## config.mk

```make
export PLATFORM = sky130hd
export DESIGN_NAME = stopwatch_counter
export DESIGN_NICKNAME = d
export VERILOG_FILES = /design/src/rtl/stopwatch_pkg.sv /design/src/rtl/stopwatch_counter_button_debounce.sv /design/src/rtl/stopwatch_counter.sv
export SDC_FILE = /design/constraint.sdc
export NUM_CORES = 1
export LEC_CHECK = 0
export ABC_AREA = 1
export CAP_MARGIN = 20
export CORE_MARGIN = 2
export CORE_UTILIZATION = 40
export DETAILED_ROUTE_END_ITERATION = 10
export PLACE_DENSITY_LB_ADDON = 0.05
export SYNTH_ARGS = -nofsm -noshare
export SYNTH_HDL_FRONTEND = slang
export SYNTH_HIERARCHICAL = 1
export SYNTH_SLANG_ARGS = --single-unit
```

## constraint.sdc

```tcl
create_clock -name clk -period 1.6 [get_ports clk]
set_input_delay 0.32 -clock clk [delete_from_list [all_inputs] [get_ports clk]]
set_output_delay 0.32 -clock clk [all_outputs]
set_load 0.005 [all_outputs]
```

## src/rtl/stopwatch_pkg.sv

```systemverilog
// Shared types and constants for the stopwatch slice.
// Optional lap feature is selected with STOPWATCH_LAP_EN.
package stopwatch_pkg;

   typedef enum logic [1:0] {
      IDLE,
      RUN,
      PAUSE
   } sw_state_t;

   localparam int unsigned SW_COUNT_W = 14;
   localparam logic [SW_COUNT_W-1:0] SW_MAX_COUNT = 14'd9999;

endpackage

```

## src/rtl/stopwatch_counter_button_debounce.sv

```systemverilog
// Per-button 2-flop synchroniser, debounce filter and rising-edge press detector.
module button_debounce #(
   parameter int unsigned DEBOUNCE_CYCLES = 1_000_000
) (
   input  logic clk,
   input  logic rst,
   input  logic btn_raw,
   output logic level,
   output logic press
);

   localparam int unsigned CNT_W = $clog2(DEBOUNCE_CYCLES + 1);
   localparam logic [CNT_W-1:0] CNT_LAST = CNT_W'(DEBOUNCE_CYCLES - 1);

   logic             sync1;
   logic             sync2;
   logic             level_q;
   logic [CNT_W-1:0] cnt;

   // A bounce back to the accepted level clears the counter, so any change restarts the wait.
   always_ff @(posedge clk or posedge rst) begin
      if (rst) begin
         sync1   <= 1'b0;
         sync2   <= 1'b0;
         level   <= 1'b0;
         level_q <= 1'b0;
         cnt     <= '0;
      end else begin
         sync1   <= btn_raw;
         sync2   <= sync1;
         level_q <= level;
         if (sync2 == level) begin
            cnt <= '0;
         end else if (cnt == CNT_LAST) begin
            level <= sync2;
            cnt   <= '0;
         end else begin
            cnt <= cnt + 1'b1;
         end
      end
   end

   assign press = level & ~level_q;

endmodule

```

## src/rtl/stopwatch_counter.sv

```systemverilog
// Button-controlled stopwatch: run/pause/clear FSM, tick prescaler, 0..9999 wrapping count.
// Define STOPWATCH_LAP_EN to add the btn_lap input and lap-freeze display.
module stopwatch_counter
   import stopwatch_pkg::*;
#(
   parameter int unsigned CLK_HZ          = 100_000_000,
   parameter int unsigned TICK_HZ         = 100,
   parameter int unsigned DEBOUNCE_CYCLES = 1_000_000
) (
   input  logic        clk,
   input  logic        rst,
   input  logic        btn_start_stop,
   input  logic        btn_clear,
`ifdef STOPWATCH_LAP_EN
   input  logic        btn_lap,
`endif
   output logic [15:0] value,
   output logic        running,
   output logic        overflow
);

   localparam int unsigned DIV   = CLK_HZ / TICK_HZ;
   localparam int unsigned PRE_W = $clog2(DIV);
   localparam logic [PRE_W-1:0] PRE_LAST = PRE_W'(DIV - 1);

   sw_state_t              state;
   logic [PRE_W-1:0]       pre;
   logic [SW_COUNT_W-1:0]  count;
   logic [SW_COUNT_W-1:0]  count_d;
   logic [SW_COUNT_W-1:0]  shown;
   logic                   tick;
   logic                   wrap;
   logic                   clear_now;
   logic                   start_p;
   logic                   clear_p;
   logic                   unused_start_level;
   logic                   unused_clear_level;

   button_debounce #(.DEBOUNCE_CYCLES(DEBOUNCE_CYCLES)) u_start (
      .clk     (clk),
      .rst     (rst),
      .btn_raw (btn_start_stop),
      .level   (unused_start_level),
      .press   (start_p)
   );

   button_debounce #(.DEBOUNCE_CYCLES(DEBOUNCE_CYCLES)) u_clear (
      .clk     (clk),
      .rst     (rst),
      .btn_raw (btn_clear),
      .level   (unused_clear_level),
      .press   (clear_p)
   );

   assign tick = (state == RUN) && (pre == PRE_LAST);

   // Clear only acts outside RUN; in RUN a simultaneous start wins and clear is dropped.
   always_comb begin
      clear_now = clear_p && (state != RUN);
      wrap      = 1'b0;
      count_d   = count;
      if (clear_now) begin
         count_d = '0;
      end else if (tick) begin
         if (count == SW_MAX_COUNT) begin
            count_d = '0;
            wrap    = 1'b1;
         end else begin
            count_d = count + 1'b1;
         end
      end
   end

`ifdef STOPWATCH_LAP_EN
   logic                  lap_p;
   logic                  unused_lap_level;
   logic                  frozen;
   logic                  frozen_d;
   logic [SW_COUNT_W-1:0] lap_reg;
   logic [SW_COUNT_W-1:0] lap_d;

   button_debounce #(.DEBOUNCE_CYCLES(DEBOUNCE_CYCLES)) u_lap (
      .clk     (clk),
      .rst     (rst),
      .btn_raw (btn_lap),
      .level   (unused_lap_level),
      .press   (lap_p)
   );

   always_comb begin
      frozen_d = frozen;
      lap_d    = lap_reg;
      if (clear_now) begin
         frozen_d = 1'b0;
         lap_d    = '0;
      end else if (lap_p && (state == RUN)) begin
         frozen_d = ~frozen;
         if (!frozen) begin
            lap_d = count;
         end
      end
      shown = frozen_d ? lap_d : count_d;
   end

   always_ff @(posedge clk or posedge rst) begin
      if (rst) begin
         frozen  <= 1'b0;
         lap_reg <= '0;
      end else begin
         frozen  <= frozen_d;
         lap_reg <= lap_d;
      end
   end
`else
   always_comb begin
      shown = count_d;
   end
`endif

   always_ff @(posedge clk or posedge rst) begin
      if (rst) begin
         state    <= IDLE;
         running  <= 1'b0;
         pre      <= '0;
         count    <= '0;
         value    <= '0;
         overflow <= 1'b0;
      end else begin
         count    <= count_d;
         value    <= {{(16 - SW_COUNT_W){1'b0}}, shown};
         overflow <= clear_now ? 1'b0 : (overflow | wrap);
         pre      <= '0;
         case (state)
            IDLE: begin
               if (start_p && !clear_p) begin
                  state   <= RUN;
                  running <= 1'b1;
               end
            end
            RUN: begin
               pre <= tick ? '0 : pre + 1'b1;
               if (start_p) begin
                  state   <= PAUSE;
                  running <= 1'b0;
                  pre     <= '0;
               end
            end
            PAUSE: begin
               if (clear_p) begin
                  state <= IDLE;
               end else if (start_p) begin
                  state   <= RUN;
                  running <= 1'b1;
               end
            end
            default: begin
               state   <= IDLE;
               running <= 1'b0;
            end
         endcase
      end
   end

endmodule

```

==> results of run 1 <==
## power by group through the flow
stage               clock [mW]  combinational (mW)  sequential [mW]
global route              2.29               0.133             2.20
CTS                       2.18               0.120             2.20
finish                    2.10               0.114             2.20
global placement             0               0.118             2.24
floorplan                    0              0.0749             2.24
detailed placement           0               0.119             2.24
## cell type report
cell class	count	area, um2
clock inverter	5	58.8
multi-input combinational	481	2420
timing repair buffer	44	388
sequential	86	2160
fill	1174	6160
inverter	65	244
clock buffer	11	243
tap	147	184
## cell families (layout without fill, tap and decap cells)
kind of cell / count (synthesis) / in the layout
other: 1 / 2
AND/OR/NAND/NOR: 413 / 413
XOR/XNOR: 38 / 38
adder cells (fa/ha/maj): 4 / 4
flip-flops: 86 / 86
AO/OA/AOI/OAI: 24 / 24
buffers and inverters: 69 / 125
## per-layer routing
| metal | global-route usage, % | wire, um |
|---|---|---|
| met3 | 2.92 | 301 |
| met1 | 22.8 | 4990 |
| met5 | 0 | 0 |
| met4 | 6.83 | 178 |
| met2 | 28.6 | 4930 |
## worst max-delay path by stage
stage / cells after the start / to / start
final: 1 / running / running
after global routing: 9 / value[6] / value[0]
after CTS: 9 / value[9] / value[0]
after detailed placement: 8 / value[9] / value[1]
after global placement: 8 / value[13] / value[1]
after floorplan: 8 / value[11] / value[0]
## cells in the final DEF (no fill, tap or decap), drive strengths merged
cell type,instances
a21oi,11
a31oi,1
buf,25
bufinv,1
clkbuf,11
clkdlybuf4s15,1
clkdlybuf4s50,16
clkinv,2
clkinvlp,2
conb,2
dfrtp,86
dlygate4sd2,2
ha,4
inv,65
nand2,167
nand3,45
nand3b,4
nand4,12
nor2,170
nor3,8
nor3b,5
o21a,1
o21ai,10
o21bai,1
or2,2
xnor2,9
xor2,29
## flip-flops by register name (all words and copies together), names as in the netlist, 2 cells and up
name / flops
pre: 20
state: 2
value: 14
u_clear/cnt: 20
u_start/cnt: 20
## repair_timing
item,in CTS,in global routing
setup endpoints to repair,13,27
resized for setup,8,10
pin swaps,0,3
setup buffers,12,2
==> results.cfg, run 1 <==
[run_status]
status = completed

[floorplan]
num_rows = 40
dieHeight_um = 114
num_io_pins = 22
die_area_um2 = 12900
start_util_pct = 40.6
fp.coreArea_um2 = 11900
fp.dieW_um = 114

[setup_path]
r2r_start = value[0]
endpoint_kind = primary output
cp-start-kind = flip-flop
r2r_slack_ps = 120
arrival_ps = 1220
slowest_delay_ps = 510
worst-path-max-fanout = 2
cp_slowest_cell = clkdlybuf4s50_1
path_buf_inv = 1
reg2reg_depth = 9
crit_required_ps = 1280
crit_type = flip-flop to primary output
cp_top_family = buffers and inverters
timing.rr.end = value[5]
worstPathCellList = clkdlybuf4s50_1

[synth]
synth.most_common_cell = nand2_1
synth.area.mux_share_pct = 0
synth_cell_types = 33
synth-xor-area-share_pct = 7.22
yosysWarnings = 6
avgSynthCellArea_um2 = 7.59
synth_area_leader_cell = dfrtp_1
synthFlopType = dfrtp_1
synth_top_family_by_area = simple AND/OR/NAND/NOR gates
ys_seq_area_share_pct = 44.7
yosysTopAreaCellShare_pct = 44.7
ys_seq_elements = 86
synth-edff-count = 0
yosys.area_share.simple_pct = 38.6
netlist_area_um2 = 4820
synthArstFlopShare_pct = 100
synth-compound-area-share_pct = 2.70
synth.area.top_cells = dfrtp_1 (45%), nand2_1 (12%), nor2_1 (11%)
synthAdderAreaFrac_pct = 1.04
synthCells = 635
synth_common_cells = nand2_1 (154), nor2_1 (141), dfrtp_1 (86)

[layout]
finalNonFillerCells = 839
antennaDiodeCount = 0
drive_above_1_share_pct = 15.8
nNetsFinal = 695
syn_to_final_growth_pct = 18.2
design_area_um2 = 5700
fin_util_pct = 48.0

[clock_network]
hold_buffers = 0
cts.path.max_buffers = 2
clock-root-buffer = clkbuf_16
cts_tree = done
cts.sinks = 86
clk_pin_slew_worst_paths_ps = 70
numCtsBuffers = 9
clk_latency_ps = 340
htreeDepth = 3

[global_route]
grt_first_pass_wirelength_mm = 18.1
grt_pass1_vias = 3973
antenna_found_initial = 0
grt_usage_pct = 17.3
grt-ovfl-total = 0
grt_max_degree = 39

[power_and_ir_drop]
internal_power_mw = 3.48
comb_power_share_pct = 2.6
p_leak_nw = 2.48
swShare_pct = 21.3
finalPower_mw = 4.42
power_frac_seq_pct = 49.9
powerDensity_nw_per_um2 = 775
p_switching_mw = 0.942
power.share.clock_pct = 47.6
peakVddDrop_mv = 0.577

[detailed_routing]
ant_nets = 0
drt_iter0_drc = 298
wl_per_cell_um = 12.4
via_per_inst = 4.77
firstDrtPassIters = 4
drt_wl_total_mm = 10.4
num_vias = 4002
drc = 0

[placed_design]
portBuffers = 19
dpl.hpwl_mm = 7.62
place_congestion = 0.898
placed_cell_area_um2 = 5260
dp.cells = 809
pre_cts_slack_ps = 72.4

[sta]
fin_crit_ps = 1540
tns_ps = 0
setup_ws_ps = 60.4
setup_viol = 0
hold_viol_final = 0
period_share_pct = 96.2
fmax_ghz = 0.650
report.final.slew_viol_count = 0
fin_hold_ws_ps = 349
skew_ps = 8.56

[hold_path]
hold_start = u_clear/sync1
min_delay_worst_endpoint = u_clear/sync2
holdPathStages = 0
hold_path_class = flip-flop to flip-flop

[flow_run]
maxCapViolCount = 0
(Power assumes the default switching activity.)
==> run 2: changes to the inputs <==
--- a/config.mk
+++ b/config.mk
@@ -8,7 +8,7 @@
 export ABC_AREA = 1
 export CAP_MARGIN = 20
 export CORE_MARGIN = 2
-export CORE_UTILIZATION = 40
+export CORE_UTILIZATION = 42
 export DETAILED_ROUTE_END_ITERATION = 10
 export PLACE_DENSITY_LB_ADDON = 0.05
 export SYNTH_ARGS = -nofsm -noshare
==> results.cfg, run 2 (synthesis gave the netlist of run 1 again) <==
[run_status]
status = completed

[clock_network]
clock-root-buffer = clkbuf_16
clk_latency_ps = 350
cts_tree = done
clk_pin_slew_worst_paths_ps = 70
htreeDepth = 3
cts.path.max_buffers = 2
numCtsBuffers = 9
cts.sinks = 86

[detailed_routing]
drc = 0
wl_per_cell_um = 12.7
met3_length_um = 266
m1WireLength_mm = 4.93
route.met2.wl_mm = 5.25
drt_wl_total_mm = 10.6
routed.top_layer = met4
drt_iter0_drc = 208
num_vias = 4026
firstDrtPassIters = 6
ant_nets = 0
via_per_inst = 4.82

[setup_path]
cp_top_family = buffers and inverters
path_depth = 1
endpoint_kind = primary output
worst-path-max-fanout = 2
cp_slowest_cell = clkdlybuf4s50_1
arrival_ps = 1220
timing.rr.end = pre[16]
crit_type = flip-flop to primary output
crit_required_ps = 1280
path_buf_inv = 1
reg2reg_depth = 8
cp-start-kind = flip-flop
r2r_slack_ps = 90
r2r_start = pre[0]
slowest_delay_ps = 510
worstPathCellList = clkdlybuf4s50_1

[layout]
drive_above_1_share_pct = 16.5
nNetsFinal = 695
reg_top3 = pre: 20 flops, u_clear/cnt: 20 flops, u_start/cnt: 20 flops
antennaDiodeCount = 0
syn_to_final_growth_pct = 19.5
layout_commonest_cell = nand2_1
final_cell_mix = nand2_1 (150), nor2_1 (136), dfrtp_1 (77), inv_1 (60), nand3_1 (41)

[power_and_ir_drop]
swShare_pct = 20.6
p_switching_mw = 0.943
comb_power_share_pct = 2.5
p_leak_nw = 2.56
power_frac_seq_pct = 48.1
power.share.clock_pct = 49.4
peakVddDrop_mv = 0.434
powerDensity_nw_per_um2 = 795
internal_power_mw = 3.64

[flow_run]
maxCapViolCount = 0

[floorplan]
fp.coreArea_um2 = 11300
num_rows = 39
num_io_pins = 22
dieHeight_um = 111
start_util_pct = 42.6
die_area_um2 = 12300
fp.dieW_um = 111

[hold_path]
min_delay_worst_endpoint = u_clear/sync2
hold_path_class = flip-flop to flip-flop
holdPathStages = 0
hold_start = u_clear/sync1

[global_route]
grt_usage_pct = 19.0
grt_pass1_vias = 4099
antenna_found_initial = 0
grt-ovfl-total = 0
grt_max_degree = 39
grt_first_pass_wirelength_mm = 19.1

[sta]
setup_ws_ps = 64.3
fin_crit_ps = 1540
skew_ps = 8.52
report.final.slew_viol_count = 0
fmax_ghz = 0.651
hold_viol_final = 0
setup_viol = 0
period_share_pct = 96.0
fin_hold_ws_ps = 347

[placed_design]
place_congestion = 0.863
dpl.hpwl_mm = 7.60
portBuffers = 19
pre_cts_slack_ps = 76.9
## run 2: changes by cell type in the layout (fill, tap and decap cells not counted), sizes merged
cell,before,now
clkinvlp,2,1
clkdlybuf4s50,16,15
dlymetal6s2s,0,2
bufinv,1,2
clkinv,2,0
clkbuf,11,13
clkdlybuf4s15,1,0
## run 2: power groups by stage
stage	clock network (mW)	logic, mW	registers (mW)
floorplan	0	0.0749	2.24
global placement	0	0.117	2.24
detailed placement	0	0.117	2.24
CTS	2.34	0.118	2.20
global route	2.44	0.136	2.20
finish	2.26	0.112	2.20
## run 2: worst max path at each step
| stage | endpoint | slack (ps) | start |
|---|---|---|---|
| global placement | value[13] | 90 | value[1] |
| CTS | value[3] | 4 | value[3] |
| floorplan | value[11] | 180 | value[0] |
| global route | pre[13] | -8 | pre[0] |
| finish | value[2] | 60 | value[2] |
| detailed placement | value[13] | 80 | value[1] |
## run 2: final cells by class
type                       count  area, um2
timing repair buffer          44        405
sequential                    86       2160
fill                        1126       5560
clock buffer                  13        250
tap                          143        179
clock inverter                 3       67.6
inverter                      65        244
multi-input combinational    481       2450
## run 2: timing repair
item,CTS,global route
pin swaps,0,3
hold endpoints to repair,0,0
gates resized for setup,12,17
endpoints found under the setup margin,13,28
gates cloned,0,0
hold buffers,0,0
buffers inserted,12,1
## run 2: routing by layer
metal | vias up | GRT usage, %
met4 | 0 | 6.91
met3 | 11 | 4.05
met2 | 40 | 32.4
met1 | 1889 | 23.8
li1 | 2086 | -
met5 | - | 0
## run 2: per-stage QoR
| stage | std cells | utilization, % | area, um2 | setup TNS, ps | power [mW] |
|---|---|---|---|---|---|
| 2_1_floorplan | 636 | - | 4820 | 0 | 2.32 |
| 3_3_place_gp | 806 | 46.6 | 5270 | 0 | 2.36 |
| 3_5_place_dp | 806 | 46.6 | 5270 | 0 | 2.36 |
| 4_1_cts | 834 | 50.3 | 5690 | 0 | 4.66 |
| 5_1_grt | 835 | 50.9 | 5760 | -18.3 | 4.78 |
| 6_report | 835 | 50.9 | 5760 | 0 | 4.58 |
==> run 3: changes to the inputs <==
--- a/config.mk
+++ b/config.mk
@@ -6,10 +6,12 @@
 export NUM_CORES = 1
 export LEC_CHECK = 0
 export ABC_AREA = 1
+export ABC_CLOCK_PERIOD_IN_PS = 1600
 export CAP_MARGIN = 20
 export CORE_MARGIN = 2
 export CORE_UTILIZATION = 42
 export DETAILED_ROUTE_END_ITERATION = 10
+export HOLD_SLACK_MARGIN = 0.03
 export PLACE_DENSITY_LB_ADDON = 0.05
 export SYNTH_ARGS = -nofsm -noshare
 export SYNTH_HDL_FRONTEND = slang
==> results of run 3 <==
Same layout as run 2: the final DEF is identical, and so are final timing and power.
